--- src/rtl/btb_update_ctrl_if.sv ---
// Bus bundle between execute, frontend, BTB update port and btb_update_ctrl.
// The master modport is the environment side; the slave modport is the controller.
`timescale 1ns/1ps

interface btb_update_ctrl_if;
  logic        res_valid;
  logic        res_ready;
  logic [31:0] res_pc;
  logic [31:0] res_target;
  logic        res_taken;
  logic        flush_req;
  logic        flush_busy;
  logic        flush_done;
  logic        fetch_req;
  logic        btb_update_en;
  logic [31:0] btb_update_pc;
  logic [31:0] btb_update_target;
  logic        btb_update_valid;
  logic        lookup_block;

  modport master (
    output res_valid, res_pc, res_target, res_taken, flush_req, fetch_req,
    input  res_ready, flush_busy, flush_done, btb_update_en, btb_update_pc,
           btb_update_target, btb_update_valid, lookup_block
  );

  modport slave (
    input  res_valid, res_pc, res_target, res_taken, flush_req, fetch_req,
    output res_ready, flush_busy, flush_done, btb_update_en, btb_update_pc,
           btb_update_target, btb_update_valid, lookup_block
  );
endinterface

--- src/rtl/btb_update_ctrl.sv ---
// BTB update-port sequencer: resolution FIFO, idle/starvation-forced issue, invalidate sweep.
// Optional macro BTB_NT_CLEAR_EN: enqueue not-taken resolutions as valid=0 (evicting) writes.
`timescale 1ns/1ps

module btb_update_ctrl #(
  parameter int INDEX_BITS   = 10,
  parameter int FIFO_DEPTH   = 4,
  parameter int STARVE_LIMIT = 8
) (
  input logic              clk,
  input logic              reset_n,
  btb_update_ctrl_if.slave bus
);

  localparam int PTR_BITS = $clog2(FIFO_DEPTH);
  localparam int CNT_BITS = $clog2(STARVE_LIMIT + 1);
  localparam logic [CNT_BITS-1:0] STARVE_MAX = CNT_BITS'(STARVE_LIMIT);

  localparam logic [0:0] IDLE  = 1'b0;
  localparam logic [0:0] FLUSH = 1'b1;

  logic [0:0]            state, state_nxt;
  logic                  flush_pending, pending_nxt;
  logic [INDEX_BITS-1:0] sweep_idx;
  logic [CNT_BITS-1:0]   starve_cnt;
  logic [PTR_BITS:0]     wr_ptr, rd_ptr;

  logic [31:0] fifo_pc     [FIFO_DEPTH];
  logic [31:0] fifo_target [FIFO_DEPTH];
  logic        fifo_taken  [FIFO_DEPTH];

  logic        upd_en, upd_valid, done_q, busy_q;
  logic [31:0] upd_pc, upd_target;

  logic empty, full, accept, push, issue, start_flush, sweep_last;

  function automatic logic [31:0] sweep_pc(input logic [INDEX_BITS-1:0] idx);
    logic [31:0] pc;
    pc = '0;
    pc[INDEX_BITS+1:2] = idx;
    return pc;
  endfunction

  assign empty = (wr_ptr == rd_ptr);
  assign full  = (wr_ptr[PTR_BITS] != rd_ptr[PTR_BITS]) &&
                 (wr_ptr[PTR_BITS-1:0] == rd_ptr[PTR_BITS-1:0]);

  assign bus.res_ready = !full && (state == IDLE) && !flush_pending;
  assign accept        = bus.res_valid && bus.res_ready;

`ifdef BTB_NT_CLEAR_EN
  assign push = accept;
`else
  // Not-taken resolutions complete the handshake but never reach the BTB.
  assign push = accept && bus.res_taken;
`endif

  assign start_flush = (state == IDLE) && flush_pending;
  assign issue       = (state == IDLE) && !flush_pending && !empty &&
                       (!bus.fetch_req || (starve_cnt >= STARVE_MAX));
  assign sweep_last  = &sweep_idx;

  // NOTE: every variable written here gets a default first, so no latch is inferred.
  always_comb begin
    state_nxt   = state;
    pending_nxt = flush_pending;
    if (state == IDLE) begin
      if (flush_pending) begin
        pending_nxt = 1'b0;
        state_nxt   = FLUSH;
      end else if (bus.flush_req) begin
        pending_nxt = 1'b1;
      end
    end else if (sweep_last) begin
      state_nxt = IDLE;
    end
  end

  // NOTE: FIFO storage has no reset; the pointers alone define which slots hold data.
  always_ff @(posedge clk) begin
    if (push) begin
      fifo_pc[wr_ptr[PTR_BITS-1:0]]     <= bus.res_pc;
      fifo_target[wr_ptr[PTR_BITS-1:0]] <= bus.res_target;
      fifo_taken[wr_ptr[PTR_BITS-1:0]]  <= bus.res_taken;
    end
  end

  // NOTE: sequential state uses non-blocking assignments so every register samples pre-edge values.
  always_ff @(posedge clk or negedge reset_n) begin
    if (!reset_n) begin
      state         <= IDLE;
      flush_pending <= 1'b0;
      busy_q        <= 1'b0;
      sweep_idx     <= '0;
      starve_cnt    <= '0;
      wr_ptr        <= '0;
      rd_ptr        <= '0;
    end else begin
      state         <= state_nxt;
      flush_pending <= pending_nxt;
      busy_q        <= pending_nxt || (state_nxt == FLUSH);

      if (start_flush)          sweep_idx <= '0;
      else if (state == FLUSH)  sweep_idx <= sweep_idx + 1'b1;

      if (start_flush || issue || empty)                starve_cnt <= '0;
      else if (state == IDLE && starve_cnt < STARVE_MAX) starve_cnt <= starve_cnt + 1'b1;

      // No push can coincide with a flush start, since res_ready is low while pending.
      if (start_flush) begin
        rd_ptr <= wr_ptr;
      end else begin
        if (push)  wr_ptr <= wr_ptr + 1'b1;
        if (issue) rd_ptr <= rd_ptr + 1'b1;
      end
    end
  end

  always_ff @(posedge clk or negedge reset_n) begin
    if (!reset_n) begin
      upd_en     <= 1'b0;
      upd_pc     <= '0;
      upd_target <= '0;
      upd_valid  <= 1'b0;
      done_q     <= 1'b0;
    end else begin
      upd_en <= 1'b0;
      done_q <= 1'b0;
      if (start_flush) begin
        upd_en     <= 1'b1;
        upd_pc     <= sweep_pc('0);
        upd_target <= '0;
        upd_valid  <= 1'b0;
      end else if (state == FLUSH) begin
        if (sweep_last) begin
          done_q <= 1'b1;
        end else begin
          upd_en     <= 1'b1;
          upd_pc     <= sweep_pc(sweep_idx + 1'b1);
          upd_target <= '0;
          upd_valid  <= 1'b0;
        end
      end else if (issue) begin
        upd_en     <= 1'b1;
        upd_pc     <= fifo_pc[rd_ptr[PTR_BITS-1:0]];
        upd_target <= fifo_target[rd_ptr[PTR_BITS-1:0]];
        upd_valid  <= fifo_taken[rd_ptr[PTR_BITS-1:0]];
      end
    end
  end

  assign bus.btb_update_en     = upd_en;
  assign bus.btb_update_pc     = upd_pc;
  assign bus.btb_update_target = upd_target;
  assign bus.btb_update_valid  = upd_valid;
  assign bus.lookup_block      = upd_en;
  assign bus.flush_done        = done_q;
  assign bus.flush_busy        = busy_q;

endmodule

--- src/flat_wrapper.sv ---
// flat-port wrapper written by rule: the top's interface ports become plain ports
module btb_update_ctrl_flat 
#(
  parameter int INDEX_BITS   = 10,
  parameter int FIFO_DEPTH   = 4,
  parameter int STARVE_LIMIT = 8
)
  (clk, reset_n, bus_res_valid, bus_res_pc, bus_res_target, bus_res_taken, bus_flush_req, bus_fetch_req, bus_res_ready, bus_flush_busy, bus_flush_done, bus_btb_update_en, bus_btb_update_pc, bus_btb_update_target, bus_btb_update_valid, bus_lookup_block);
  btb_update_ctrl_if bus_i ();
  input logic clk;
  input logic reset_n;
  input wire logic [$bits(bus_i.res_valid)-1:0] bus_res_valid;
  input wire logic [$bits(bus_i.res_pc)-1:0] bus_res_pc;
  input wire logic [$bits(bus_i.res_target)-1:0] bus_res_target;
  input wire logic [$bits(bus_i.res_taken)-1:0] bus_res_taken;
  input wire logic [$bits(bus_i.flush_req)-1:0] bus_flush_req;
  input wire logic [$bits(bus_i.fetch_req)-1:0] bus_fetch_req;
  output wire logic [$bits(bus_i.res_ready)-1:0] bus_res_ready;
  output wire logic [$bits(bus_i.flush_busy)-1:0] bus_flush_busy;
  output wire logic [$bits(bus_i.flush_done)-1:0] bus_flush_done;
  output wire logic [$bits(bus_i.btb_update_en)-1:0] bus_btb_update_en;
  output wire logic [$bits(bus_i.btb_update_pc)-1:0] bus_btb_update_pc;
  output wire logic [$bits(bus_i.btb_update_target)-1:0] bus_btb_update_target;
  output wire logic [$bits(bus_i.btb_update_valid)-1:0] bus_btb_update_valid;
  output wire logic [$bits(bus_i.lookup_block)-1:0] bus_lookup_block;
  assign bus_i.res_valid = bus_res_valid;
  assign bus_i.res_pc = bus_res_pc;
  assign bus_i.res_target = bus_res_target;
  assign bus_i.res_taken = bus_res_taken;
  assign bus_i.flush_req = bus_flush_req;
  assign bus_i.fetch_req = bus_fetch_req;
  assign bus_res_ready = bus_i.res_ready;
  assign bus_flush_busy = bus_i.flush_busy;
  assign bus_flush_done = bus_i.flush_done;
  assign bus_btb_update_en = bus_i.btb_update_en;
  assign bus_btb_update_pc = bus_i.btb_update_pc;
  assign bus_btb_update_target = bus_i.btb_update_target;
  assign bus_btb_update_valid = bus_i.btb_update_valid;
  assign bus_lookup_block = bus_i.lookup_block;
  btb_update_ctrl #(.INDEX_BITS(INDEX_BITS), .FIFO_DEPTH(FIFO_DEPTH), .STARVE_LIMIT(STARVE_LIMIT)) u_core (.clk(clk), .reset_n(reset_n), .bus(bus_i));
endmodule
--- config.mk ---
export PLATFORM = sky130hd
export DESIGN_NAME = btb_update_ctrl_flat
export DESIGN_NICKNAME = d
export VERILOG_FILES = /design/src/rtl/btb_update_ctrl_if.sv /design/src/rtl/btb_update_ctrl.sv /design/src/flat_wrapper.sv
export SDC_FILE = /design/constraint.sdc
export NUM_CORES = 1
export LEC_CHECK = 0
export BUFFER_PORTS_ARGS = -buffer_cell sky130_fd_sc_hd__buf_2
export CAP_MARGIN = 25
export CORE_ASPECT_RATIO = 2
export CORE_UTILIZATION = 45
export DETAILED_ROUTE_END_ITERATION = 6
export PLACE_DENSITY_LB_ADDON = 0.05
export SETUP_SLACK_MARGIN = 0.02
export SLEW_MARGIN = 20
export SYNTH_ARGS = -nofsm -noshare
export SYNTH_HDL_FRONTEND = slang
export SYNTH_SLANG_ARGS = --single-unit
export TNS_END_PERCENT = 5
--- constraint.sdc ---
create_clock -name clk -period 4.5 [get_ports clk]
set_clock_uncertainty 0.1 [all_clocks]
set_input_delay 0.9 -clock clk [delete_from_list [all_inputs] [get_ports clk]]
set_output_delay 0.9 -clock clk [all_outputs]
set_load 0.01 [all_outputs]
==> results.yml <==
run_status:
  status: "finished, final reports clean"
yosys:
  synth_nets: 841
  ys_warn_count: 0
  ys_seq_area_share_pct: 75.3
  synth.cell_area_um2: 13400
  syn_area_per_cell_um2: 17.5
  synth_cell_type_count: 35
  synth-simple-area-share_pct: 4.59
  synth.area.mux_share_pct: 11.2
  synth_cells: 763
  ys_ff_latch: 350
  yosys.area_share.adder_pct: 0.750
  synth-xor-area-share_pct: 0.843
  synth_compound_area_share_pct: 4.11
  synth_top_family_by_area: "multiplexers"
global_route:
  grt_first_pass_wirelength_um: 43000
  grt-ovfl-total: 0
  antenna_found_initial: 1
  grt_pass1_vias: 7634
  grtUsageTotal_pct: 19.1
  grt_max_degree: 77
routing:
  drt_wl_total_um: 28200
  avgViaCountPerCell: 5.51
  drt_pre_antenna_iters: 4
  drcViolationCount: 0
  antenna_left: 0
  drtIter0Drc: 254
  wl_per_cell_um: 21.8
  num_vias: 7109
clock_network:
  clk_path_buf_depth: 3
  clk_pin_slew_ns: 0.07
  clk_latency_ns: 0.55
  cts_root_buf: "clkbuf_16"
  cts_tree: "done"
  cts-buffers-inserted: 30
  cts-htree-levels: 1
  cts_setup_buffers: 0
  cts_hold_buf: 0
  cts_resized: 0
  cts.sinks: 350
sta:
  hold_violations: 0
  max_freq_ghz: 0.348
  relSlewSlack_pct: 32.6
  finalCritPeriodShare_pct: 63.9
  setup_viol: 0
  worst_slew_pin_slew_ns: 1.01
  whs_ns: 0.281
  setup_tns_ns: 0
  finalCriticalPeriod_ns: 2.87
  drv_slew: 0
  rsz0062_at_grt: "false"
power:
  p_total_w: 0.00629
  peakVddDrop_mv: 0.318
  powerDensity_nw_per_um2: 404
  p_leak_nw: 5.68
hold_path:
  worst_hold_path_type: "input port to async pin"
placement:
  port_buffers: 139
  hpwl_um: 17000
  place_congestion: 0.732
critical_path:
  end_kind: "output port"
  arrival_ns: 1.87
  start_kind: "register"
  critPathMaxFanout: 19
  crit_required_ns: 3.50
  critPathKind: "register to output port"
floorplan:
  die-height_um: 246
  start_util_pct: 46.1
  dieArea_um2: 30400
  pin_count: 140
  rows: 88
  fp.dieW_um: 124
  core_area_um2: 29000
final_layout:
  areaGrowthSynthToFinish_pct: 16.5
  final_nets: 984
  drive_gt1_share_pct: 30.2
run:
  cap_violations: 0
flip-flops by register name, summed over array words and instances (netlist names):
register,flops
u_core.flush_pending,1
u_core.sweep_idx,10
u_core.bus.flush_done,1
u_core.bus.btb_update_valid,1
u_core.bus.btb_update_target,32
u_core.wr_ptr,3
u_core.fifo_pc,128
u_core.bus.btb_update_en,1
u_core.fifo_taken,4
u_core.rd_ptr,3
u_core.bus.flush_busy,1
u_core.fifo_target,128
u_core.bus.btb_update_pc,32
u_core.starve_cnt,4
u_core.state,1
critical path, cell delays in order, from the launching register on:
cell and delay [ns]:
dfrtp_4 0.64, xnor2_2 0.38, a31oi_1 0.13, buf_2 0.17
cells in the mapped netlist, drive strengths merged:
master	count	area, um2
a21oi	2	10.0
a311o	1	10.0
a311oi	2	41.3
a31oi	5	31.3
a41oi	5	43.8
and2	4	25.0
buf	18	93.8
clkbuf	23	86.3
dfrtp	90	2250
edfxtp	260	7810
ha	8	100
inv	64	240
mux2	3	33.8
mux4	65	1460
nand2	33	124
nand3	63	315
nand4	2	12.5
nor2	8	30.0
nor2b	2	12.5
nor3	8	40.0
nor4	2	12.5
o211ai	7	52.6
o21ai	67	335
o21bai	1	7.51
o31a	2	17.5
or2	1	6.26
or3	2	12.5
or4	3	22.5
xnor2	6	60.1
xor2	6	52.6
cells by family (layout without fill, tap and decap cells):
family                     Yosys count  after routing
DFF                                350            350
and+or+nand+nor                    128            128
buffers and inverters              105            272
AOI/OAI and AO/OA                   92             92
muxes                               68             68
xor gates and xnor gates            12             12
adders and majority gates            8              8
other                                0              1
cell type report:
class | instances | area, um2
Timing Repair Buffer | 152 | 885
Antenna cell | 1 | 2.50
Multi-Input combinational cell | 308 | 2900
Inverter | 64 | 240
Sequential cell | 350 | 10100
Fill cell | 2353 | 13400
Clock inverter | 18 | 181
Clock buffer | 38 | 832
Tap cell | 360 | 450
metal layers:
layer / track usage (%) / vias to the layer above / wire length, um
met1: 22.2 / 3736 / 10800
met3: 2.37 / 36 / 1030
met2: 35.9 / 148 / 15800
met4: 5.28 / 0 / 539
met5: 0 / - / 0
li1: - / 3189 / -
where the power goes:
| part | total (W) | internal, W | switching [W] |
|---|---|---|---|
| Combinational | 0.000180 | 0.0000811 | 0.0000986 |
| Clock | 0.00264 | 0.00149 | 0.00115 |
| Sequential | 0.00348 | 0.00347 | 0.00000712 |
| Total | 0.00629 | 0.00504 | 0.00125 |
through the flow:
stage               std cells  utilization [%]  cell area, um2  setup slack (ns)
floorplan                 763                -           13400              1.00
global placement         1229             49.8           14400              1.39
detailed placement       1232             50.0           14500              1.35
CTS                      1288             53.5           15500              1.53
global route             1291             53.7           15600              1.48
finish                   1291             53.7           15600              1.63
cells in the final DEF, fill, tap and decap left out, drive strengths merged, types with 2 or more instances in the layout:
cell type    n
nor3         8
bufinv       3
or4          3
xnor2        6
nor2b        2
clkbuf      38
nor4         2
mux2         3
mux4        65
edfxtp     260
nand2       33
inv         65
dfrtp       90
nand3       63
o21ai       67
ha           8
a21oi        2
xor2         6
nand4        2
clkinv      11
buf        152
a41oi        5
and2         4
a311oi       2
nor2         8
clkinvlp     3
or3          2
o211ai       7
o31a         2
a31oi        5
path summary, 6_finish.rpt:
check                                                             start                                      endpoint  slack (ns)  cells after the start
worst max-delay path                       u_core.rd_ptr[0]$_DFFE_PN0P_                                 bus_res_ready        1.63                      3
worst min-delay path                                            reset_n      u_core.bus.btb_update_pc[26]$_DFFE_PN0P_        0.28                      1
worst max register to register                   u_core.state$_DFF_PN0_           u_core.fifo_target[3][12]$_DFFE_PP_        1.63                      5
worst min register to register  u_core.bus.btb_update_pc[6]$_DFFE_PN0P_       u_core.bus.btb_update_pc[6]$_DFFE_PN0P_        0.41                      1
max in group asynchronous                                       reset_n  u_core.bus.btb_update_target[15]$_DFFE_PN0P_        3.25                      2
min in group clk                u_core.bus.btb_update_pc[6]$_DFFE_PN0P_       u_core.bus.btb_update_pc[6]$_DFFE_PN0P_        0.41                      1
(Power assumes the default switching activity.)
